$ cat config.mk
export PLATFORM = sky130hd
export DESIGN_NAME = ifetch_queue
export DESIGN_NICKNAME = d
export VERILOG_FILES = /design/src/rtl/ifetch_queue.sv
export SDC_FILE = /design/constraint.sdc
export NUM_CORES = 1
export LEC_CHECK = 0
export CAP_MARGIN = 20
export CORE_MARGIN = 2
export CORE_UTILIZATION = 59
export DETAILED_ROUTE_END_ITERATION = 8
export DONT_BUFFER_PORTS = 1
export PLACE_DENSITY = 0.78
export SLEW_MARGIN = 15
export SYNTH_ARGS = -nofsm -noshare
export SYNTH_HDL_FRONTEND = slang
export SYNTH_SLANG_ARGS = --single-unit
$ cat constraint.sdc
create_clock -name clock -period 7.8 [get_ports clock]
set_clock_uncertainty 0.2 [all_clocks]
set_input_delay 1.17 -clock clock [delete_from_list [all_inputs] [get_ports clock]]
set_output_delay 1.17 -clock clock [all_outputs]
set_load 0.02 [all_outputs]
$ cat src/rtl/ifetch_queue.sv
// Instruction prefetch queue: fetches sequential words over a req/ack memory port and buffers
// {instruction, pc} pairs for decode. Define IFQ_BYPASS_EN to forward an ack straight to an empty head.
module ifetch_queue #(
  parameter int unsigned DEPTH    = 4,
  parameter logic [31:0] RESET_PC = 32'h0000_3000
) (
  input  logic                     clock,
  input  logic                     reset,
  input  logic                     redirect,
  input  logic [31:0]              redirect_pc,
  output logic                     imem_req,
  output logic [31:0]              imem_addr,
  input  logic                     imem_ack,
  input  logic [31:0]              imem_rdata,
  output logic                     inst_valid,
  output logic [31:0]              inst,
  output logic [31:0]              inst_pc,
  output logic [31:0]              inst_npc,
  input  logic                     inst_ready,
  output logic [$clog2(DEPTH):0]   count
);

  localparam int PW = $clog2(DEPTH);
  localparam int CW = PW + 1;

  typedef enum logic [1:0] {IDLE, REQ, DISCARD} state_e;

  state_e          state_q, state_d;
  logic            req_q, req_d;
  logic [31:0]     addr_q, addr_d;
  logic [31:0]     fetch_pc_q, fetch_pc_d;
  logic [CW-1:0]   count_q, count_d;
  logic [PW-1:0]   wr_ptr_q, wr_ptr_d;
  logic [PW-1:0]   rd_ptr_q, rd_ptr_d;
  logic [31:0]     data_q [DEPTH];
  logic [31:0]     pc_q   [DEPTH];

  logic            head_valid;
  logic            bypass;
  logic            byp_take;
  logic            push;
  logic            pop;
  logic            flush;
  logic [CW-1:0]   count_after;
  logic [31:0]     target_pc;

  assign target_pc  = redirect_pc & 32'hFFFF_FFFC;
  assign head_valid = (count_q != '0);

`ifdef IFQ_BYPASS_EN
  assign bypass = (count_q == '0) && (state_q == REQ) && imem_ack && !redirect;
`else
  assign bypass = 1'b0;
`endif

  // A bypassed word that decode takes immediately never occupies a FIFO slot.
  assign byp_take    = bypass && inst_ready;
  assign pop         = head_valid && inst_ready && !redirect;
  assign push        = (state_q == REQ) && imem_ack && !redirect && !byp_take;
  assign count_after = count_q + CW'(push) - CW'(pop);

  always_comb begin
    // NOTE: every combinational output gets a default first so no path can infer a latch.
    inst_valid = head_valid || bypass;
    inst       = 32'h0;
    inst_pc    = 32'h0;
    if (head_valid) begin
      inst    = data_q[rd_ptr_q];
      inst_pc = pc_q[rd_ptr_q];
    end else if (bypass) begin
      inst    = imem_rdata;
      inst_pc = addr_q;
    end
  end

  assign inst_npc  = inst_pc + 32'd4;
  assign imem_req  = req_q;
  assign imem_addr = addr_q;
  assign count     = count_q;

  always_comb begin
    state_d    = state_q;
    req_d      = req_q;
    addr_d     = addr_q;
    fetch_pc_d = fetch_pc_q;
    flush      = 1'b0;
    unique case (state_q)
      IDLE: begin
        if (redirect) begin
          flush      = 1'b1;
          fetch_pc_d = target_pc;
        end else if (count_q < CW'(DEPTH)) begin
          state_d = REQ;
          req_d   = 1'b1;
          addr_d  = fetch_pc_q;
        end
      end
      REQ: begin
        if (redirect) begin
          flush      = 1'b1;
          fetch_pc_d = target_pc;
          if (imem_ack) begin
            state_d = IDLE;
            req_d   = 1'b0;
          end else begin
            state_d = DISCARD;
          end
        end else if (imem_ack) begin
          fetch_pc_d = fetch_pc_q + 32'd4;
          if (count_after < CW'(DEPTH)) begin
            addr_d = fetch_pc_q + 32'd4;
          end else begin
            state_d = IDLE;
            req_d   = 1'b0;
          end
        end
      end
      DISCARD: begin
        if (redirect) begin
          flush      = 1'b1;
          fetch_pc_d = target_pc;
        end
        if (imem_ack) begin
          state_d = IDLE;
          req_d   = 1'b0;
        end
      end
      default: begin
        state_d = IDLE;
        req_d   = 1'b0;
      end
    endcase

    if (flush) begin
      count_d  = '0;
      wr_ptr_d = '0;
      rd_ptr_d = '0;
    end else begin
      count_d  = count_after;
      wr_ptr_d = wr_ptr_q + PW'(push);
      rd_ptr_d = rd_ptr_q + PW'(pop);
    end
  end

  always_ff @(posedge clock) begin
    if (!reset) begin
      state_q    <= IDLE;
      req_q      <= 1'b0;
      addr_q     <= RESET_PC;
      fetch_pc_q <= RESET_PC;
      count_q    <= '0;
      wr_ptr_q   <= '0;
      rd_ptr_q   <= '0;
    end else begin
      state_q    <= state_d;
      req_q      <= req_d;
      addr_q     <= addr_d;
      fetch_pc_q <= fetch_pc_d;
      count_q    <= count_d;
      wr_ptr_q   <= wr_ptr_d;
      rd_ptr_q   <= rd_ptr_d;
    end
  end

  // NOTE: storage is not reset; count_q alone decides which slots hold live entries.
  always_ff @(posedge clock) begin
    if (push) begin
      data_q[wr_ptr_q] <= imem_rdata;
      pc_q[wr_ptr_q]   <= fetch_pc_q;
    end
  end

endmodule

# Word-level counts from Yosys, hierarchy flattened

Memory sizes are Yosys's and may differ from the RTL's. A register that Yosys moved wholly into a read port is not among the register bits.
Index checks and enable logic that the tools add are counted.
Widths: inputs -> output; s select.

Word-level logic and storage cells: 78
Input bits: 69
Bits in writable memories: 256
Memories kept: 2
Bits in registers: 74

Equality and inequality tests: 11
Reductions and logical operators: 16
Bitwise operators: 1
$lt $le $gt $ge: 2
Muxes and demuxes: 33
Add/subtract/negate cells: 6

Memory list:

| memory | depth | width | read ports | clocked after Yosys merged registers in | write ports | line | RTL |
|---|---|---|---|---|---|---|---|
| data_q | 4     | 32    | 1          | 1                                       | 1           | 35   | `logic [31:0] data_q [DEPTH];` |
| pc_q   | 4     | 32    | 1          | 1                                       | 1           | 36   | `logic [31:0] pc_q [DEPTH];` |

Operators by type and width:

| kind                  | count |
|---|---|
| $mux 32               | 10 |
| $pmux 32 s2           | 2 |
| $add 32x3->32 const B | 2 |
| $mux 2                | 9 |
| $mux 1                | 10 |
| $ne 2x2->1 const B    | 5 |
| $lt 3x3->1 const B    | 2 |
| $ne 3x3->1 const B    | 2 |
| $pmux 2 s3            | 1 |
| $reduce_and 6->1      | 1 |
| $reduce_and 5->1      | 1 |
| $add 2x1->2           | 2 |
| $logic_and 1x1->1     | 4 |
| $ne 2x1->1 const B    | 2 |
| $reduce_and 4->1      | 1 |
| $reduce_bool 2->1     | 2 |
| $reduce_or 2->1       | 2 |
| $add 3x1->3           | 1 |
| $pmux 1 s3            | 1 |
| $reduce_and 3->1      | 1 |
| $reduce_bool 3->1     | 1 |
| $reduce_or 3->1       | 1 |
| $sub 3x1->3           | 1 |
| $eq 2x1->1 const B    | 1 |
| 4 further kinds       | 4 |

# Depth between registers and ports, before layout

Gate-level depths: netlist (run 1).

Depth in word-level cells: 10
Gate-level depth with buffers: 18
Gate-level depth less buffers: 14

# Worst setup path before layout (run 1)

OpenSTA, ideal clock, no wires.

Path type: in2reg
From: in imem_ack
To: mem data_q[1][0], enable pin
Buffers on the path: 1
Stages on the path: 4
Path slack: 0.779 ns
Data required time: 7.029 ns
Setup time: 0.571 ns
Arrival: 6.249 ns
Path through: inv_1 -> or3_1 -> clkbuf_1 -> nor3b_1

Cells in the longest elaborated chain, start to end: 4

RTL lines:

| element                         | line | RTL |
|---|---|---|
| start: declaration              | 13   | `input logic imem_ack,` |
| $logic_and 1x1->1 (2 in series) | 59   | `assign push = (state_q == REQ) && imem_ack && !redirect && !byp_take;` |
| $mux 1                          | 167  | `if (push) begin` |
| $mux 1 (implied by the code)    | 168  | `data_q[wr_ptr_q] <= imem_rdata;` |
| end: declaration                | 35   |  |

No other way between the ends.

# Worst setup path after layout (run 1)

From: reg count_q[2], in the netlist count[2]
To: out inst_npc[30]

Cells in the longest elaborated chain, start to end: 3

RTL lines:

| element                  | line | RTL |
|---|---|---|
| start: declaration       | 32   | `logic [CW-1:0] count_q, count_d;` |
| start signal: assignment | 159  | `count_q <= count_d;` |
| $reduce_bool 3->1        | 48   | `assign head_valid = (count_q != '0);` |
| $mux 32                  | 67   | `if (head_valid) begin` |
| net inst_pc[2]           | 17   | `output logic [31:0] inst_pc,` |
| $add 32x3->32            | 76   | `assign inst_npc = inst_pc + 32'd4;` |
| end: declaration         | 18   | `output logic [31:0] inst_npc,` |

The timed path passes the listed nets, and every way through them passes these cells.

==> impl_metrics.py, run 1 <==
metrics = {
    "outcome": {
        "outcome": "finished clean",
    },
    "global_routing": {
        "grt_max_degree": 65,
        "track_usage": 0.239,
        "first_global_vias": 8021,
        "grt_pass1_wl_mm": 45.4,
        "antenna_found_initial": 0,
        "grt-ovfl-total": 0,
    },
    "cts": {
        "insertion_delay_ns": 0.56,
        "cts-root-buf": "clkbuf_16",
        "clock-sinks": 318,
        "cts.path.max_buffers": 3,
        "cts_buffers": 31,
        "hold_buffers": 0,
        "h-tree-depth": 1,
        "cts_resized": 0,
        "tritoncts": "built",
        "post-cts-setup-buffers": 0,
        "path_clk_slew_ns": 0.06,
    },
    "timing": {
        "max_freq_mhz": 173,
        "tightest_slew_ns": 0.995,
        "finalHoldViolCount": 0,
        "fin_tns_setup_ns": 0,
        "max_slew_margin": 0.332,
        "whs_ns": 0.394,
        "rsz0062_at_grt": "no",
        "finalWorstSetupSlack_ns": 2.02,
        "fin_crit_sh": 0.741,
        "fin_crit_ns": 5.78,
        "setup_viol": 0,
        "final_max_slew_viol_count": 0,
    },
    "power": {
        "sw_frac_of_total": 0.216,
        "ir_drop_v": 0.000164,
        "power_frac_clock": 0.421,
        "combPwrFrac": 0.039,
        "p_sw_mw": 0.769,
        "p_leak_nw": 4.95,
        "seqPwrFrac": 0.540,
        "total_power_mw": 3.56,
        "power.internal_mw": 2.79,
        "p_per_area_nw_per_um2": 234,
    },
    "floorplan": {
        "die_y_um": 158,
        "core_area_um2": 23300,
        "io_pins": 202,
        "die-width_um": 158,
        "dieArea_um2": 24900,
        "rows": 56,
        "initial_utilization": 0.599,
    },
    "route": {
        "dr_wl_met3_mm": 3.19,
        "drt_iter0_drc": 616,
        "wl_met1_mm": 12.5,
        "vias": 8266,
        "wl_per_cell_um": 22.0,
        "top_layer": "met4",
        "drtPass1Iterations": 5,
        "dr_wl_met2_mm": 13.1,
        "ant_nets": 0,
        "drc": 0,
        "post_drt_via_cell_ratio": 6.16,
        "wl_mm": 29.5,
    },
    "setup_path": {
        "cp.required_ns": 6.43,
        "worstRegToRegCells": 12,
        "reg2reg_slack_ns": 3.01,
        "crit_fanout": 10,
        "worstPathArrival_ns": 4.41,
        "crit_type": "reg -> out",
        "end_kind": "output pin",
        "crit_path_start_kind": "flop",
    },
    "final_layout": {
        "syn_to_final_growth_pct": 8.81,
        "drive_gt1_frac": 0.147,
        "multi_input_area_um2": 4760,
        "finalNonFillerCells": 1341,
        "fill_cells": 1691,
        "nets": 1072,
        "fin_util": 0.652,
        "regArea_um2": 8860,
        "insertedDiodeCount": 0,
        "fin_area_um2": 15200,
    },
    "yosys": {
        "synth_area_per_cell_um2": 13.7,
        "syn_area_um2": 14000,
        "synth_cell_types": 60,
        "yosysSeqAreaShare": 0.633,
        "synth_enable_flop_cells": 248,
        "netlist_instances": 1023,
        "yosys_warnings": 0,
        "synth.area.top_cells": "edfxtp_1, mux4_2, dfxtp_1, and2_1, xnor2_1",
        "synthArstFlopShare": 0,
        "synth_top_area_share": 0.533,
        "synth_seq_cells": 318,
        "synth_top_area_cell": "edfxtp_1",
        "synthFlopType": "edfxtp_1",
    },
    "place": {
        "place_ws_ns": 2.57,
        "place_congestion": 0.873,
        "portBuffers": 0,
        "place_area_um2": 14200,
        "dp.cells": 1284,
        "dp_hpwl_mm": 18.6,
    },
    "min_path": {
        "holdPathStages": 2,
        "hold_class": "reg -> reg",
    },
    "flow_run": {
        "drv_cap": 0,
    },
}
cell type report:
| class | instances | share of cell area |
|---|---|---|
| inverters | 16 | 0.00395 |
| well taps | 319 | 0.0262 |
| flip-flops and latches | 318 | 0.582 |
| repair buffers | 12 | 0.00592 |
| clock buffers | 37 | 0.0538 |
| clock inverters | 20 | 0.0144 |
| multi-input cells | 619 | 0.313 |
logic make-up (layout without fill, tap and decap cells):
family | count (synthesis) | after routing | share of synthesized area
AOI/OAI and AO/OA | 142 | 142 | 0.0645
xor gates and xnor gates | 60 | 60 | 0.0376
adders and majority gates | 5 | 5 | 0.00501
buffers and inverters | 91 | 85 | 0.0300
DFF | 318 | 318 | 0.633
muxes | 67 | 67 | 0.105
other | 1 | 6 | 0.000268
and+or+nand+nor | 339 | 339 | 0.124
worst max-delay path: stages (launching register included):
cell     delay, ns
dfxtp_1       0.69
nor3_1        0.31
inv_2         0.16
nand2_1       0.18
inv_1         0.23
ha_1          0.30
nand2_1       0.08
o22a_1        0.29
nor4_2        0.60
nand4_2       0.32
nor4_2        0.31
xor2_1        0.40
worst paths after layout:
| check | startpoint | end |
|---|---|---|
| max | count[2] | inst_npc[30] |
| min | fetch_pc_q[21] | fetch_pc_q[21] |
| max reg2reg | state_q[0] | imem_addr[13] |
| min reg2reg | fetch_pc_q[21] | fetch_pc_q[21] |
layer usage:
metal	track usage	up-vias
li1	-	3779
met4	0.0662	0
met1	0.345	4052
met2	0.358	386
met5	0	-
met3	0.0682	49
layout by cell type, fill, tap and decap left out, types with 20 or more instances in the layout:
master and n:
a211oi_1 20, o21ai_0 34, xor2_1 22, nand2_1 73
nor3_1 22, edfxtp_1 248, nand3_1 27, a21oi_1 40
dfxtp_1 68, and2_1 65, clkbuf_16 31, mux4_2 64
nor2_1 83, xnor2_1 38
flip-flops by register name, summed over array words and instances, names as in the netlist:
name	flops
state_q	2
count	3
imem_req	1
pc_q	120
data_q	128
wr_ptr_q	2
imem_addr	30
fetch_pc_q	30
rd_ptr_q	2
power by group through the flow:
stage	sequential, mW	clock (mW)	combinational, mW
final	1.92	1.50	0.139
after global routing	1.93	1.59	0.154
after CTS	1.92	1.53	0.139
after detailed placement	1.96	0	0.138
after global placement	1.96	0	0.135
after floorplan	1.94	0	0.124
Yosys cell counts (3+ instances only):
| master | count |
|---|---|
| a211oi_1 | 20 |
| a21o_1 | 4 |
| a21oi_1 | 41 |
| a22o_1 | 3 |
| a22oi_1 | 9 |
| a31oi_1 | 4 |
| and2_1 | 65 |
| and3_1 | 10 |
| and4_1 | 5 |
| buf_2 | 17 |
| buf_4 | 7 |
| buf_6 | 4 |
| clkbuf_1 | 45 |
| dfxtp_1 | 70 |
| edfxtp_1 | 248 |
| ha_1 | 4 |
| inv_1 | 15 |
| mux2i_1 | 3 |
| mux4_2 | 64 |
| nand2_1 | 73 |
| nand2b_1 | 5 |
| nand3_1 | 27 |
| nand4_1 | 14 |
| nor2_1 | 84 |
| nor2b_1 | 7 |
| nor3_1 | 23 |
| nor4_1 | 8 |
| o21ai_0 | 34 |
| o22a_1 | 3 |
| o22ai_1 | 4 |
| o31ai_1 | 5 |
| or3_1 | 3 |
| xnor2_1 | 38 |
| xor2_1 | 22 |
(Power assumes the default switching activity.)
==> run 2, diff against run 1 <==
Clock period 7.8 ns to 5.7 ns, I/O delays scaled along.
==> run 2 against run 1 <==
Cell count grew 0.52%. Via count grew 0.30%. Highest routed layer unchanged. First-iteration DRC count grew 4.2%. Total power grew 35%. Non-clock buffer count grew 7. Final area grew 0.18%. Sequential share of layout area shrank 0.11 points. Largest cell class unchanged. Critical endpoint unchanged.
==> impl_metrics.py, run 2 (synthesis results as in run 1) <==
metrics = {
    "timing": {
        "whs_ns": 0.179,
        "fin_crit_sh": 0.909,
        "fin_tns_setup_ns": 0,
        "finalWorstSetupSlack_ns": 0.521,
        "max_freq_mhz": 193,
        "fin_crit_ns": 5.18,
        "rsz0062_at_grt": "no",
        "tightest_slew_ns": 0.964,
        "setup_viol": 0,
        "max_slew_margin": 0.357,
        "finalHoldViolCount": 0,
        "final_max_slew_viol_count": 0,
    },
    "cts": {
        "tritoncts": "built",
        "cts_resized": 0,
        "clock-sinks": 318,
        "post-cts-setup-buffers": 0,
        "path_clk_slew_ns": 0.06,
        "cts_buffers": 31,
        "cts.path.max_buffers": 3,
        "cts-root-buf": "clkbuf_16",
        "h-tree-depth": 1,
        "insertion_delay_ns": 0.54,
        "hold_buffers": 0,
    },
    "power": {
        "p_leak_nw": 4.97,
        "total_power_mw": 4.79,
        "p_per_area_nw_per_um2": 315,
        "ir_drop_v": 0.000262,
    },
    "floorplan": {
        "dieArea_um2": 24900,
        "die_y_um": 158,
        "rows": 56,
        "io_pins": 202,
        "initial_utilization": 0.599,
        "core_area_um2": 23300,
        "die-width_um": 158,
    },
    "route": {
        "drc": 0,
        "vias": 8291,
        "drtPass1Iterations": 5,
        "drt_iter0_drc": 642,
        "post_drt_via_cell_ratio": 6.15,
        "wl_per_cell_um": 21.5,
        "ant_nets": 0,
        "wl_mm": 28.9,
    },
    "setup_path": {
        "end_kind": "output pin",
        "r2r_start": "count[2]",
        "critPathCapture": "inst_npc[30]",
        "critPathMaxStageDelay_ns": 0.68,
        "crit_type": "reg -> out",
        "cp_slowest_cell": "dfxtp_1",
        "worstRegToRegCells": 14,
        "crit_path_start_kind": "flop",
        "crit_fanout": 10,
        "startpoint": "count[2]",
        "cp.required_ns": 4.64,
        "worstPathArrival_ns": 4.12,
        "reg2reg_slack_ns": 1.08,
        "cp_cell_sequence": "nor3_1 > inv_2 > nand2_1 > inv_1 > ha_1 > nand2_1 > o22a_1 > nor4_2 > buf_4 > nand4_2 > nor4_2 > xor2_1",
        "r2r-end": "imem_addr[13]",
    },
    "final_layout": {
        "drive_gt1_frac": 0.145,
        "insertedDiodeCount": 0,
        "finalNonFillerCells": 1348,
        "final_cell_mix": "edfxtp_1, nor2_1, nand2_1",
        "fin_area_um2": 15200,
        "nets": 1079,
        "fill_cells": 1665,
        "biggestRegsByFlops": "data_q x128, pc_q x120",
        "largest_reg_flops": 128,
        "fin_util": 0.653,
        "syn_to_final_growth_pct": 9.01,
        "regMostFlops": "data_q",
        "final_common_cell": "edfxtp_1",
    },
    "min_path": {
        "hold_class": "in -> reg",
    },
    "global_routing": {
        "track_usage": 0.234,
        "grt-ovfl-total": 0,
        "first_global_vias": 8040,
        "grt_pass1_wl_mm": 44.9,
        "antenna_found_initial": 0,
        "grt_max_degree": 63,
    },
    "flow_run": {
        "drv_cap": 0,
    },
    "place": {
        "portBuffers": 0,
        "place_ws_ns": 1.04,
        "place_area_um2": 14200,
        "dp.cells": 1291,
        "place_congestion": 0.889,
        "dp_hpwl_mm": 18.8,
    },
    "outcome": {
        "outcome": "finished clean",
    },
}
[run 2: cell types whose count changed in the layout (fill, tap and decap cells not counted), moves of 2 or more]
cell | before | now
clkbuf_8 | 2 | 0
clkbuf_1 | 4 | 7
inv_6 | 2 | 0
clkinv_1 | 3 | 8
clkinv_4 | 2 | 0
buf_4 | 12 | 18
clkinvlp_4 | 3 | 0
[run 2: report_power, final]
| group | internal (mW) | total (mW) | switching (mW) |
|---|---|---|---|
| Sequential | 2.55 | 2.63 | 0.0865 |
| Combinational | 0.0709 | 0.191 | 0.120 |
| Clock | 1.17 | 1.97 | 0.798 |
| Total | 3.79 | 4.79 | 1.00 |
[run 2: how the worst min path moves through the flow]
| stage | from | end | slack, ns | cells past startpoint |
|---|---|---|---|---|
| 3_3_place_gp | fetch_pc_q[23] | pc_q[2][23] | 0.37 | 0 |
| 6_report | imem_ack | state_q[1] | 0.18 | 1 |
| 5_1_grt | imem_ack | state_q[1] | 0.16 | 1 |
| 4_1_cts | reset | fetch_pc_q[12] | 0.16 | 1 |
| 3_5_place_dp | fetch_pc_q[23] | pc_q[0][23] | 0.39 | 0 |
| 2_1_floorplan | fetch_pc_q[10] | pc_q[0][10] | 0.25 | 0 |
[run 2: layer usage]
layer / routed length (um) / global-route usage / vias to the layer above
li1: - / - / 3785
met5: 0 / 0 / -
met3: 3380 / 0.0684 / 46
met4: 605 / 0.0593 / 0
met2: 12800 / 0.353 / 395
met1: 12200 / 0.338 / 4065
[run 2: critical path: cells and delay by family, from the launching register on]
family	cells	cell delay, ns
adder cells (fa/ha/maj)	1	0.28
XOR/XNOR	1	0.41
AND/OR/NAND/NOR	6	1.33
flip-flops	1	0.68
AO/OA/AOI/OAI	1	0.28
buffers and inverters	3	0.61
[run 2: cell type report]
type                            count  area (um2)  share of cell area
Inverter                           16        60.1             0.00394
Multi-Input combinational cell    619        4780               0.314
Clock inverter                     19         185              0.0122
Sequential cell                   318        8860               0.581
Clock buffer                       38         802              0.0526
Timing Repair Buffer               19         155              0.0102
Tap cell                          319         399              0.0262
